===== config.mk =====
export PLATFORM = sky130hd
export DESIGN_NAME = ysyx_reg_scoreboard
export DESIGN_NICKNAME = d
export VERILOG_FILES = /design/src/rtl/ysyx_reg_scoreboard.sv
export SDC_FILE = /design/constraint.sdc
export NUM_CORES = 1
export LEC_CHECK = 0
export CELL_PAD_IN_SITES_DETAIL_PLACEMENT = 1
export CELL_PAD_IN_SITES_GLOBAL_PLACEMENT = 1
export CORE_ASPECT_RATIO = 1.5
export CORE_MARGIN = 2
export CORE_UTILIZATION = 40
export CTS_CLUSTER_DIAMETER = 150
export DETAILED_ROUTE_END_ITERATION = 16
export GPL_TIMING_DRIVEN = 0
export PLACE_DENSITY_LB_ADDON = 0.1
export SLEW_MARGIN = 15
export SYNTH_ARGS = -nofsm -noshare
export SYNTH_HDL_FRONTEND = slang
export SYNTH_SLANG_ARGS = --single-unit
export TNS_END_PERCENT = 50

===== constraint.sdc =====
create_clock -name clock -period 4.85 [get_ports clock]
set_clock_uncertainty 0.15 [all_clocks]
set_input_delay 0.7275 -clock clock [delete_from_list [all_inputs] [get_ports clock]]
set_output_delay 0.7275 -clock clock [all_outputs]
set_load 0.05 [all_outputs]

===== src/rtl/ysyx_reg_scoreboard.sv =====
// ysyx_reg_scoreboard
// Architectural register file with a per-register busy/tag scoreboard.
// Dispatch marks a destination busy with its producer tag; a commit writes
// the data and releases the register only when its tag matches the newest
// producer. Reads are combinational with commit-data bypass, and a
// registered counter tracks how many registers are busy.
module ysyx_reg_scoreboard #(
  parameter int XLEN       = 32,
  parameter int REG_NUM    = 16,
  parameter int REG_ADDR_W = 4,
  parameter int TAG_W      = 4
) (
  input  logic                  clock,
  input  logic                  reset,
  input  logic                  issue_valid,
  input  logic [REG_ADDR_W-1:0] issue_rd,
  input  logic [TAG_W-1:0]      issue_tag,
  input  logic                  commit_valid,
  input  logic [REG_ADDR_W-1:0] commit_rd,
  input  logic [TAG_W-1:0]      commit_tag,
  input  logic [XLEN-1:0]       commit_data,
  input  logic                  flush,
  input  logic [REG_ADDR_W-1:0] rs1_addr,
  input  logic [REG_ADDR_W-1:0] rs2_addr,
  output logic [XLEN-1:0]       rs1_data,
  output logic [XLEN-1:0]       rs2_data,
  output logic                  rs1_busy,
  output logic                  rs2_busy,
  output logic [TAG_W-1:0]      rs1_tag,
  output logic [TAG_W-1:0]      rs2_tag,
  output logic [REG_NUM-1:0]    out_busy,
  output logic [REG_ADDR_W:0]   out_busy_cnt
);

  localparam logic [REG_ADDR_W-1:0] ADDR_ZERO = {REG_ADDR_W{1'b0}};
  localparam logic [REG_ADDR_W:0]   CNT_ONE   = {{REG_ADDR_W{1'b0}}, 1'b1};

  logic [XLEN-1:0]     rf_r [REG_NUM];
  logic [TAG_W-1:0]    tag_r [REG_NUM];
  logic [REG_NUM-1:0]  busy_r;
  logic [REG_ADDR_W:0] busy_cnt_r;

  logic                issue_en_s;
  logic                commit_en_s;
  logic                commit_clr_s;
  logic                cnt_inc_s;
  logic                cnt_dec_s;
  logic [REG_NUM-1:0]  busy_nxt_s;
  logic [REG_ADDR_W:0] cnt_nxt_s;

  // Decode issue/commit effects and compute next busy vector and count.
  always_comb begin
    issue_en_s   = issue_valid && (issue_rd != ADDR_ZERO) && !flush;
    commit_en_s  = commit_valid && (commit_rd != ADDR_ZERO);
    commit_clr_s = commit_en_s && busy_r[commit_rd] && (tag_r[commit_rd] == commit_tag);
    // A new producer only adds to the count if the register was idle; a
    // clearing commit is cancelled when a same-rd issue re-marks it busy.
    cnt_inc_s    = issue_en_s && !busy_r[issue_rd];
    cnt_dec_s    = commit_clr_s && !(issue_en_s && (issue_rd == commit_rd));
    busy_nxt_s   = {REG_NUM{1'b0}};
    for (int i = 0; i < REG_NUM; i++) begin
      busy_nxt_s[i] = flush ? 1'b0 :
                      (issue_en_s && (issue_rd == REG_ADDR_W'(i))) ? 1'b1 :
                      (commit_clr_s && (commit_rd == REG_ADDR_W'(i))) ? 1'b0 :
                      busy_r[i];
    end
    cnt_nxt_s = busy_cnt_r;
    if (flush) begin
      cnt_nxt_s = {(REG_ADDR_W+1){1'b0}};
    end else begin
      case ({cnt_inc_s, cnt_dec_s})
        2'b10:   cnt_nxt_s = busy_cnt_r + CNT_ONE;
        2'b01:   cnt_nxt_s = busy_cnt_r - CNT_ONE;
        default: cnt_nxt_s = busy_cnt_r;
      endcase
    end
  end

  // State update: data writes, producer tags, busy bits and busy count.
  always_ff @(posedge clock) begin
    if (reset) begin
      for (int i = 0; i < REG_NUM; i++) begin
        rf_r[i]  <= {XLEN{1'b0}};
        tag_r[i] <= {TAG_W{1'b0}};
      end
      busy_r     <= {REG_NUM{1'b0}};
      busy_cnt_r <= {(REG_ADDR_W+1){1'b0}};
    end else begin
      if (commit_en_s) begin
        rf_r[commit_rd] <= commit_data;
      end
      if (issue_en_s) begin
        tag_r[issue_rd] <= issue_tag;
      end
      busy_r     <= busy_nxt_s;
      busy_cnt_r <= cnt_nxt_s;
    end
  end

  // Read ports: register 0 is hard zero, same-cycle commit data is bypassed,
  // and a matching same-cycle commit hides the pending state.
  assign rs1_data = (rs1_addr == ADDR_ZERO) ? {XLEN{1'b0}} :
                    (commit_valid && (commit_rd == rs1_addr)) ? commit_data : rf_r[rs1_addr];
  assign rs2_data = (rs2_addr == ADDR_ZERO) ? {XLEN{1'b0}} :
                    (commit_valid && (commit_rd == rs2_addr)) ? commit_data : rf_r[rs2_addr];
  assign rs1_busy = busy_r[rs1_addr] &&
                    !(commit_valid && (commit_rd == rs1_addr) && (commit_tag == tag_r[rs1_addr]));
  assign rs2_busy = busy_r[rs2_addr] &&
                    !(commit_valid && (commit_rd == rs2_addr) && (commit_tag == tag_r[rs2_addr]));
  assign rs1_tag  = tag_r[rs1_addr];
  assign rs2_tag  = tag_r[rs2_addr];

  assign out_busy     = busy_r;
  assign out_busy_cnt = busy_cnt_r;

endmodule


==> results.toml, run 1 <==
[timing]
layout_min_cycle_time_ns = 4.815
whs_ns = 0.3597
tightest_slew_ns = 1.195
finalMaxSlewViolations = 0
finalSetupTns_ns = 0
rsz0062_at_grt = "true"
fmax_mhz = 207.7
hold_violations = 0
setup-violations-final = 0
timing.final.crit_share_pct = 99.27
relSlewSlack_pct = 20.04

[clock_network]
cts_max_path_buffers = 3
clk-insertion-delay-late_ns = 0.67
clk_pin_slew_worst_paths_ns = 0.06
clock-root-buffer = "clkbuf_16"
hold_buffers = 0
numCtsBuffers = 60
cts_tree = "done"
h-tree-depth = 2
cts_setup_buffers = 0
clock_sinks = 597

[floorplanning]
rows = 129
dieArea_sq_mm = 0.08515
start_util_pct = 40.23
dieHeight_um = 356.4
io_pins = 156
core_area_sq_mm = 0.08232
die_w_um = 238.9

[worst_setup_path]
r2r_slack_ns = 0.52
worstSetupStartpointType = "input port"
crit_fanout = 10
arrival_ns = 3.94
cp.required_ns = 3.97
crit_type = "input port to output port"
r2r_end = "out_busy_cnt[4]"
crit_path_max_incr_delay_ns = 0.50
crit_buf_inv = 5
r2r-start = "tag_r[6][2]"
path_delay_family = "buffers and inverters"
r2r_cells = 16
cp_slowest_cell = "mux4_2"
endpoint_kind = "output port"
worst_path_most_repeated_cell = "mux4_2"
path_cells = "clkbuf_1, clkbuf_4, clkbuf_2, buf_2, mux4_2, mux4_2, nand2_1, a21oi_1, dlygate4sd2_1"

[drt]
detail-route-antenna-nets = 0
vias_per_cell = 6.225
vias = 22150
drc = 0
first_pass_iters = 6
drtIter0Drc = 2141
wirelength_mm = 125.2
wl_per_cell_um = 35.19

[logic_synthesis]
yosys.area_share.xor_xnor_pct = 0.7141
synth_edf_count = 576
synth_warnings = 0
synth-seq-cells = 597
synthSimpleGateAreaFrac_pct = 13.59
netlist_instances = 2180
synth.avg_cell_area_sq_um = 15.19
syn_area_sq_mm = 0.03311
synth_cell_type_count = 51
async_flop_share_pct = 0
synth_top_family_by_area = "multiplexers"
ys.flop_type = "edfxtp_1"
synth_seq_area_share_pct = 53.50
synth_mux_area_share_pct = 27.01
synth_compound_area_share_pct = 2.225
synthAdderAreaFrac_pct = 0.2116

[power]
power_density_mw_per_mm2 = 334.1
p_leak_nw = 13.40
peakVddDrop_uv = 297.9

[global_routing]
grt_antenna_before_repair = 9
grt-ovfl-total = 0
grt_usage_pct = 29.85
grt_pass1_wl_mm = 177.4
grt_max_degree = 33
grt_pass1_vias = 24180

[layout]
fin_util_pct = 47.36
fin_cells = 3558
antenna_cells_inserted = 0
fillers = 8092
final_nets = 2526
area_delta_synth_final_pct = 17.72
drive_above_1_share_pct = 27.05

[min_path]
min_path_cells = 2
hold_class = "flip-flop to flip-flop"
worstHoldStart = "out_busy_cnt[4]"
whs_endpoint = "out_busy_cnt[4]"

[status]
status = "complete, no violations"

[run]
cap_violations = 0

[place]
portBuffers = 149
dpl.cell_count = 3448
place.gp.congestion = 0.9078
place_hpwl_mm = 89.86
==> registers in the layout (all words and copies together), names as in the netlist <==
name and count:
out_busy 16, out_busy_cnt 5, rf_r 512, tag_r 64
==> synthesized netlist by cell type (5+ instances only) <==
cell type / count / area [sq um]
nand2_1: 160 / 600.6
a21oi_1: 73 / 365.4
or4_1: 13 / 97.59
a31o_1: 13 / 113.9
inv_1: 7 / 26.28
nor3_1: 6 / 30.03
edfxtp_1: 576 / 17300
xnor2_1: 17 / 148.9
nand3_1: 13 / 65.06
nor2b_1: 5 / 31.28
dfxtp_1: 21 / 420.4
mux2i_1: 6 / 60.06
and2_1: 541 / 3385
buf_1: 20 / 75.07
clkbuf_1: 162 / 608.1
buf_2: 25 / 125.1
nor2_1: 46 / 172.7
xor2_1: 10 / 87.58
o21ai_0: 18 / 90.09
mux4_2: 389 / 8761
nand2b_1: 7 / 43.79
==> cells by family after synthesis <==
group | after synthesis
xor gates and xnor gates | 27
AOI/OAI and AO/OA | 125
buffers and inverters | 221
muxes | 402
and+or+nand+nor | 802
adders and majority gates | 5
other | 1
DFF | 597
==> cell type report <==
cell class                 instances  area (sq um)  area share, %
clock inverter                    40         247.7         0.6355
inverter                           9         33.78        0.08666
clock buffer                      72          1589          4.076
sequential                       597         17720          45.45
timing repair buffer             185          2158          5.537
multi-input combinational       1397         14870          38.15
tap                             1048          1311          3.364
buffer                           210          1054          2.703
==> per-stage QoR <==
step | cell area (sq um) | total power, mW | setup WS (ns)
floorplan | 33250 | 7.637 | 0.2031
global placement | 36050 | 8.510 | -4.857
detailed placement | 37100 | 8.640 | -1.437
CTS | 39090 | 13.08 | -0.0001359
global route | 38980 | 13.36 | -0.02643
finish | 38980 | 13.03 | 0.03533
==> power by group <==
part / total [mW] / internal, mW / switching, mW
Combinational: 2.37 / 0.945 / 1.42
Clock: 4.55 / 2.43 / 2.12
Sequential: 6.10 / 5.95 / 0.159
Total: 13.0 / 9.32 / 3.71
==> cells in the final DEF (no fill, tap or decap), types with 5 or more instances in the layout <==
cell type	count
edfxtp_1	576
and2_1	541
mux4_2	389
nand2_1	159
clkbuf_1	116
clkdlybuf4s50_1	84
clkbuf_2	69
a21oi_1	69
clkbuf_16	62
nor2_1	46
conb_1	36
dlygate4sd2_1	29
buf_2	24
buf_16	23
dfxtp_1	21
clkinv_1	18
xnor2_1	17
clkinv_2	17
clkbuf_4	15
o21ai_4	15
buf_4	13
or4_1	13
a31o_1	13
nand3_1	11
xor2_1	10
clkdlybuf4s15_2	9
inv_1	7
buf_12	7
nand2b_1	7
mux2i_1	6
buf_6	5
nor2b_1	5
buf_8	5
==> worst register-to-register path: cells and delay by family, from the launching register on <==
| family | cells | cell delay, ns |
|---|---|---|
| XOR/XNOR | 2 | 0.33 |
| buffers and inverters | 3 | 0.50 |
| multiplexers | 1 | 0.61 |
| adder cells (fa/ha/maj) | 2 | 0.70 |
| AND/OR/NAND/NOR | 4 | 1.04 |
| AO/OA/AOI/OAI | 4 | 0.50 |
| flip-flops | 1 | 0.42 |
==> what timing repair did <==
item / in CTS / in global routing
gates resized for setup: 175 / 73
setup endpoints to repair: 66 / 61
pin swaps: 0 / 0
==> routing by layer <==
| metal | part of all wire [%] | vias up | wire [um] | track usage [%] |
|---|---|---|---|---|
| met4 | 4.8 | 6 | 5949 | 13.14 |
| li1 | - | 8945 | - | - |
| met3 | 5.8 | 317 | 7289 | 4.209 |
| met2 | 54 | 926 | 67230 | 54.60 |
| met5 | 0.028 | - | 35 | 0 |
| met1 | 36 | 11960 | 44710 | 34.71 |
==> how the worst max path moves through the flow <==
stage / depth (start not counted) / start / slack, ns / to
after floorplan: 7 / commit_rd[1] / 0.20 / rf_r[12][0]
after global placement: 6 / commit_rd[3] / -4.86 / rf_r[9][23]
after detailed placement: 11 / rs2_addr[0] / -1.44 / rs2_data[21]
after CTS: 9 / rs2_addr[1] / -0.0001 / rs2_data[29]
after global routing: 6 / rs2_addr[2] / -0.03 / rs2_busy
final: 9 / rs2_addr[1] / 0.04 / rs2_data[29]
(Power assumes the default switching activity.)
==> inputs of run 2 (changes only) <==
==> constraint.sdc (replaced) <==
create_clock -name clock -period 5.9 [get_ports clock]
set_clock_uncertainty 0.15 [all_clocks]
set_input_delay 0.885 -clock clock [delete_from_list [all_inputs] [get_ports clock]]
set_output_delay 0.885 -clock clock [all_outputs]
set_load 0.05 [all_outputs]
==> results.toml, run 2 (synthesis gave the netlist of run 1 again) <==
[global_routing]
grt_pass1_wl_mm = 177.3
grt-ovfl-total = 0
grt_max_degree = 33
grt_antenna_before_repair = 9
grt_pass1_vias = 24180
grt_usage_pct = 29.84

[layout]
design_area_sq_mm = 0.03912
fin_util_pct = 47.52
layout_common_cells = "edfxtp_1 (576), and2_1 (541), mux4_2 (389)"
final_common_cell = "edfxtp_1"
final_nets = 2528
largest_register_ffs = 512
drive_above_1_share_pct = 24.52
regMostFlops = "rf_r"
area_delta_synth_final_pct = 18.13
fin_cells = 3561

[drt]
drtIter0Drc = 1999
wl_per_cell_um = 35.15
wirelength_mm = 125.2
detail-route-antenna-nets = 0
first_pass_iters = 5
vias = 22080
drc = 0
vias_per_cell = 6.201

[clock_network]
cts_tree = "done"
h-tree-depth = 2
cts_max_path_buffers = 3
clk_pin_slew_worst_paths_ns = 0.06
clock-root-buffer = "clkbuf_16"
cts_setup_buffers = 0
clock_sinks = 597
clk-insertion-delay-late_ns = 0.66
numCtsBuffers = 60

[timing]
fmax_mhz = 170.0
whs_ns = 0.3591
rsz0062_at_grt = "true"
tightest_slew_ns = 1.239
finalMaxSlewViolations = 0
layout_min_cycle_time_ns = 5.883
relSlewSlack_pct = 17.41
setup-violations-final = 0
timing.final.crit_share_pct = 99.71
hold_violations = 0

[worst_setup_path]
path_cells = "clkdlybuf4s50_1, buf_2, buf_2, xor2_1, nor3_1, and3_1, clkbuf_1, clkbuf_4, nand2_1, a21oi_1, clkdlybuf4s15_2"
endpoint_kind = "output port"
cp.required_ns = 4.87
crit_type = "input port to output port"
worst_path_most_repeated_cell = "buf_2"
crit_buf_inv = 6
path_delay_family = "buffers and inverters"
cp_slowest_cell = "clkdlybuf4s50_1"
crit_path_max_incr_delay_ns = 0.60
worstSetupStartpointType = "input port"
arrival_ns = 4.85
crit_fanout = 10

[power]
p_leak_nw = 13.70
p_total_mw = 10.73
p_int_mw = 7.695
p_comb_share_pct = 18.4
p_seq_share_pct = 46.8
power_density_mw_per_mm2 = 274.3
swShare_pct = 28.28
p_clk_share_pct = 34.8
peakVddDrop_uv = 242.1
p_switching_mw = 3.034

[place]
place_hpwl_mm = 89.86
place_area_sq_mm = 0.03710
place.gp.congestion = 0.9078
dpl.cell_count = 3448
portBuffers = 149

[floorplanning]
dieHeight_um = 356.4
die_w_um = 238.9
io_pins = 156
dieArea_sq_mm = 0.08515
core_area_sq_mm = 0.08232
start_util_pct = 40.23
rows = 129

[run]
cap_violations = 0

[min_path]
hold_class = "flip-flop to flip-flop"

[status]
status = "complete, no violations"
run 2: changes by cell type in the layout (fill, tap and decap cells not counted), sizes merged:
cell / change
buf: -1
clkbuf: -22
clkdlybuf4s15: -5
clkdlybuf4s18: -1
clkdlybuf4s50: +2
diode: +1
dlygate4sd2: -14
dlymetal6s2s: +43
run 2: layer usage:
layer | up-vias | part of all wire [%] | global-route usage, %
li1 | 8953 | - | -
met1 | 11790 | 35 | 34.67
met2 | 999 | 53 | 54.28
met3 | 330 | 6.2 | 4.255
met4 | 6 | 5.2 | 13.74
met5 | - | 0.027 | 0
run 2: stage by stage:
stage	setup TNS (ns)	worst slack [ns]
after floorplan	0	1.096
after CTS	0	0.001188
after global routing	-0.02142	-0.02142
after detailed placement	-26.71	-0.7020
after global placement	-1604.80	-3.964
final	0	0.01737
run 2: area by class of cell:
| type | count | area, sq um |
|---|---|---|
| antenna | 1 | 2.502 |
| buffer | 212 | 964.7 |
| clock buffer | 72 | 1589 |
| clock inverter | 40 | 247.7 |
| fill | 8079 | 43200 |
| inverter | 9 | 33.78 |
| multi-input combinational | 1397 | 14830 |
| sequential | 597 | 17720 |
| tap | 1048 | 1311 |
| timing repair buffer | 185 | 2420 |
run 2: worst min-delay path: cells and delay by family, from the launching register on:
kind	cells	cell delay (ns)
compound gates	2	0.14
flops	1	0.32
run 2: worst paths after layout:
kind                                 startpoint  cells past startpoint         endpoint  slack (ns)
worst max-delay path               commit_rd[3]                     11     rs2_data[21]        0.02
worst min-delay path            out_busy_cnt[4]                      2  out_busy_cnt[4]        0.36
worst max register to register      tag_r[6][2]                     16  out_busy_cnt[4]        1.57
worst min register to register  out_busy_cnt[4]                      2  out_busy_cnt[4]        0.36
run 2: power groups by stage:
stage	Clock [mW]	Combinational [mW]	Sequential, mW
3_3_place_gp	0	1.89	5.11
4_1_cts	3.78	1.99	5.01
5_1_grt	3.92	2.06	5.04
6_report	3.73	1.98	5.02
3_5_place_dp	0	2.00	5.10
2_1_floorplan	0	1.22	5.06
run 2: repair_timing:
item,in CTS,in global routing
resized for setup,68,50
endpoints found under the setup margin,66,48
hold buffers,0,0
==> inputs of run 3 (changes only) <==
--- a/config.mk
+++ b/config.mk
@@ -12,7 +12,7 @@
 export CORE_UTILIZATION = 40
 export CTS_CLUSTER_DIAMETER = 150
 export DETAILED_ROUTE_END_ITERATION = 16
-export GPL_TIMING_DRIVEN = 0
+export GPL_TIMING_DRIVEN = 1
 export PLACE_DENSITY_LB_ADDON = 0.1
 export SLEW_MARGIN = 15
 export SYNTH_ARGS = -nofsm -noshare
==> results.toml, run 3 (synthesis gave the netlist of run 1 again) <==
[floorplanning]
io_pins = 156
start_util_pct = 40.23
die_w_um = 238.9
dieArea_sq_mm = 0.08515
core_area_sq_mm = 0.08232
dieHeight_um = 356.4
rows = 129

[drt]
vias_per_cell = 6.200
drc = 0
vias = 21060
drtIter0Drc = 1914
first_pass_iters = 6
wl_per_cell_um = 34.35
wirelength_mm = 116.7
detail-route-antenna-nets = 0

[global_routing]
grt-ovfl-total = 0
grt_pass1_vias = 23350
grt_max_degree = 66
grt_usage_pct = 27.88
grt_pass1_wl_mm = 168.1
grt_antenna_before_repair = 4

[layout]
fillers = 7948
final_common_cell = "edfxtp_1"
fin_cells = 3397
area_delta_synth_final_pct = 16.59
layout_common_cells = "edfxtp_1 (576), and2_1 (541), mux4_2 (389)"
regMostFlops = "rf_r"
final_nets = 2366
drive_above_1_share_pct = 28.36
largest_register_ffs = 512
fin_util_pct = 46.90

[timing]
tightest_slew_ns = 1.099
hold_violations = 0
rsz0062_at_grt = "false"
finalSetupTns_ns = 0
layout_min_cycle_time_ns = 4.813
finalMaxSlewViolations = 0
whs_ns = 0.3782
fin_ws_ns = 1.087
fmax_mhz = 207.8
relSlewSlack_pct = 26.20
timing.final.crit_share_pct = 81.57
setup-violations-final = 0

[power]
p_leak_nw = 13.10
power_density_mw_per_mm2 = 284.4
peakVddDrop_uv = 212.9

[clock_network]
cts_setup_buffers = 0
cts_max_path_buffers = 3
numCtsBuffers = 61
cts.repair.resized = 0
h-tree-depth = 2
clock_sinks = 597
clock-root-buffer = "clkbuf_16"
clk_pin_slew_worst_paths_ns = 0.06
cts_tree = "done"
clk-insertion-delay-late_ns = 0.65
hold_buffers = 0

[place]
place_ws_ns = 0.5932
dpl.cell_count = 3285
portBuffers = 155
place.gp.congestion = 0.8695
place_hpwl_mm = 70.51

[worst_setup_path]
worstSetupStartpointType = "input port"
crit_fanout = 47
crit_type = "input port to output port"
arrival_ns = 3.78
cp.required_ns = 4.87
endpoint_kind = "output port"

[status]
status = "complete, no violations"

[run]
cap_violations = 0

[min_path]
hold_class = "flip-flop to flip-flop"
run 3: cell type report:
type | count | area (sq um) | share of cell area [%]
Tap cell | 1048 | 1311 | 3.396
Multi-Input combinational cell | 1397 | 14940 | 38.70
Inverter | 9 | 33.78 | 0.08750
Timing Repair Buffer | 234 | 2640 | 6.838
Sequential cell | 597 | 17720 | 45.89
Antenna cell | 1 | 2.502 | 0.006481
Clock buffer | 78 | 1612 | 4.174
Clock inverter | 33 | 351.6 | 0.9106
run 3: metrics by stage:
stage	instance area (sq um)	power, mW
after floorplan	33250	6.278
after global placement	36630	7.077
after detailed placement	36630	7.123
after CTS	38600	11.06
after global routing	38610	11.28
final	38610	10.98
run 3: layer usage:
| metal | global-route usage (%) | vias up | share of wire, % | wire [um] |
|---|---|---|---|---|
| li1 | - | 8612 | - | - |
| met1 | 33.71 | 11400 | 37 | 43650 |
| met2 | 51.38 | 819 | 54 | 62570 |
| met3 | 3.528 | 224 | 5.5 | 6451 |
| met4 | 9.013 | 4 | 3.4 | 3983 |
| met5 | 0 | - | 0.022 | 26 |
run 3: path summary, 6_finish.rpt:
path	from	slack [ns]	endpoint	cells after the start
worst max-delay path	rs2_addr[0]	1.09	rs2_data[7]	7
worst min-delay path	out_busy_cnt[4]	0.38	out_busy_cnt[4]	2
worst max register to register	tag_r[6][2]	1.94	out_busy_cnt[4]	15
worst min register to register	out_busy_cnt[4]	0.38	out_busy_cnt[4]	2
run 3: critical path: stages:
cell     delay [ns]
buf_8          0.44
buf_4          0.83
mux4_2         0.64
mux4_2         0.48
nand2_1        0.09
a21oi_1        0.11
buf_12         0.17
run 3: report_power, final:
group | internal [mW] | switching (mW)
clock network | 2.22 | 1.73
logic | 0.876 | 1.12
registers | 4.89 | 0.138
total | 7.99 | 2.99
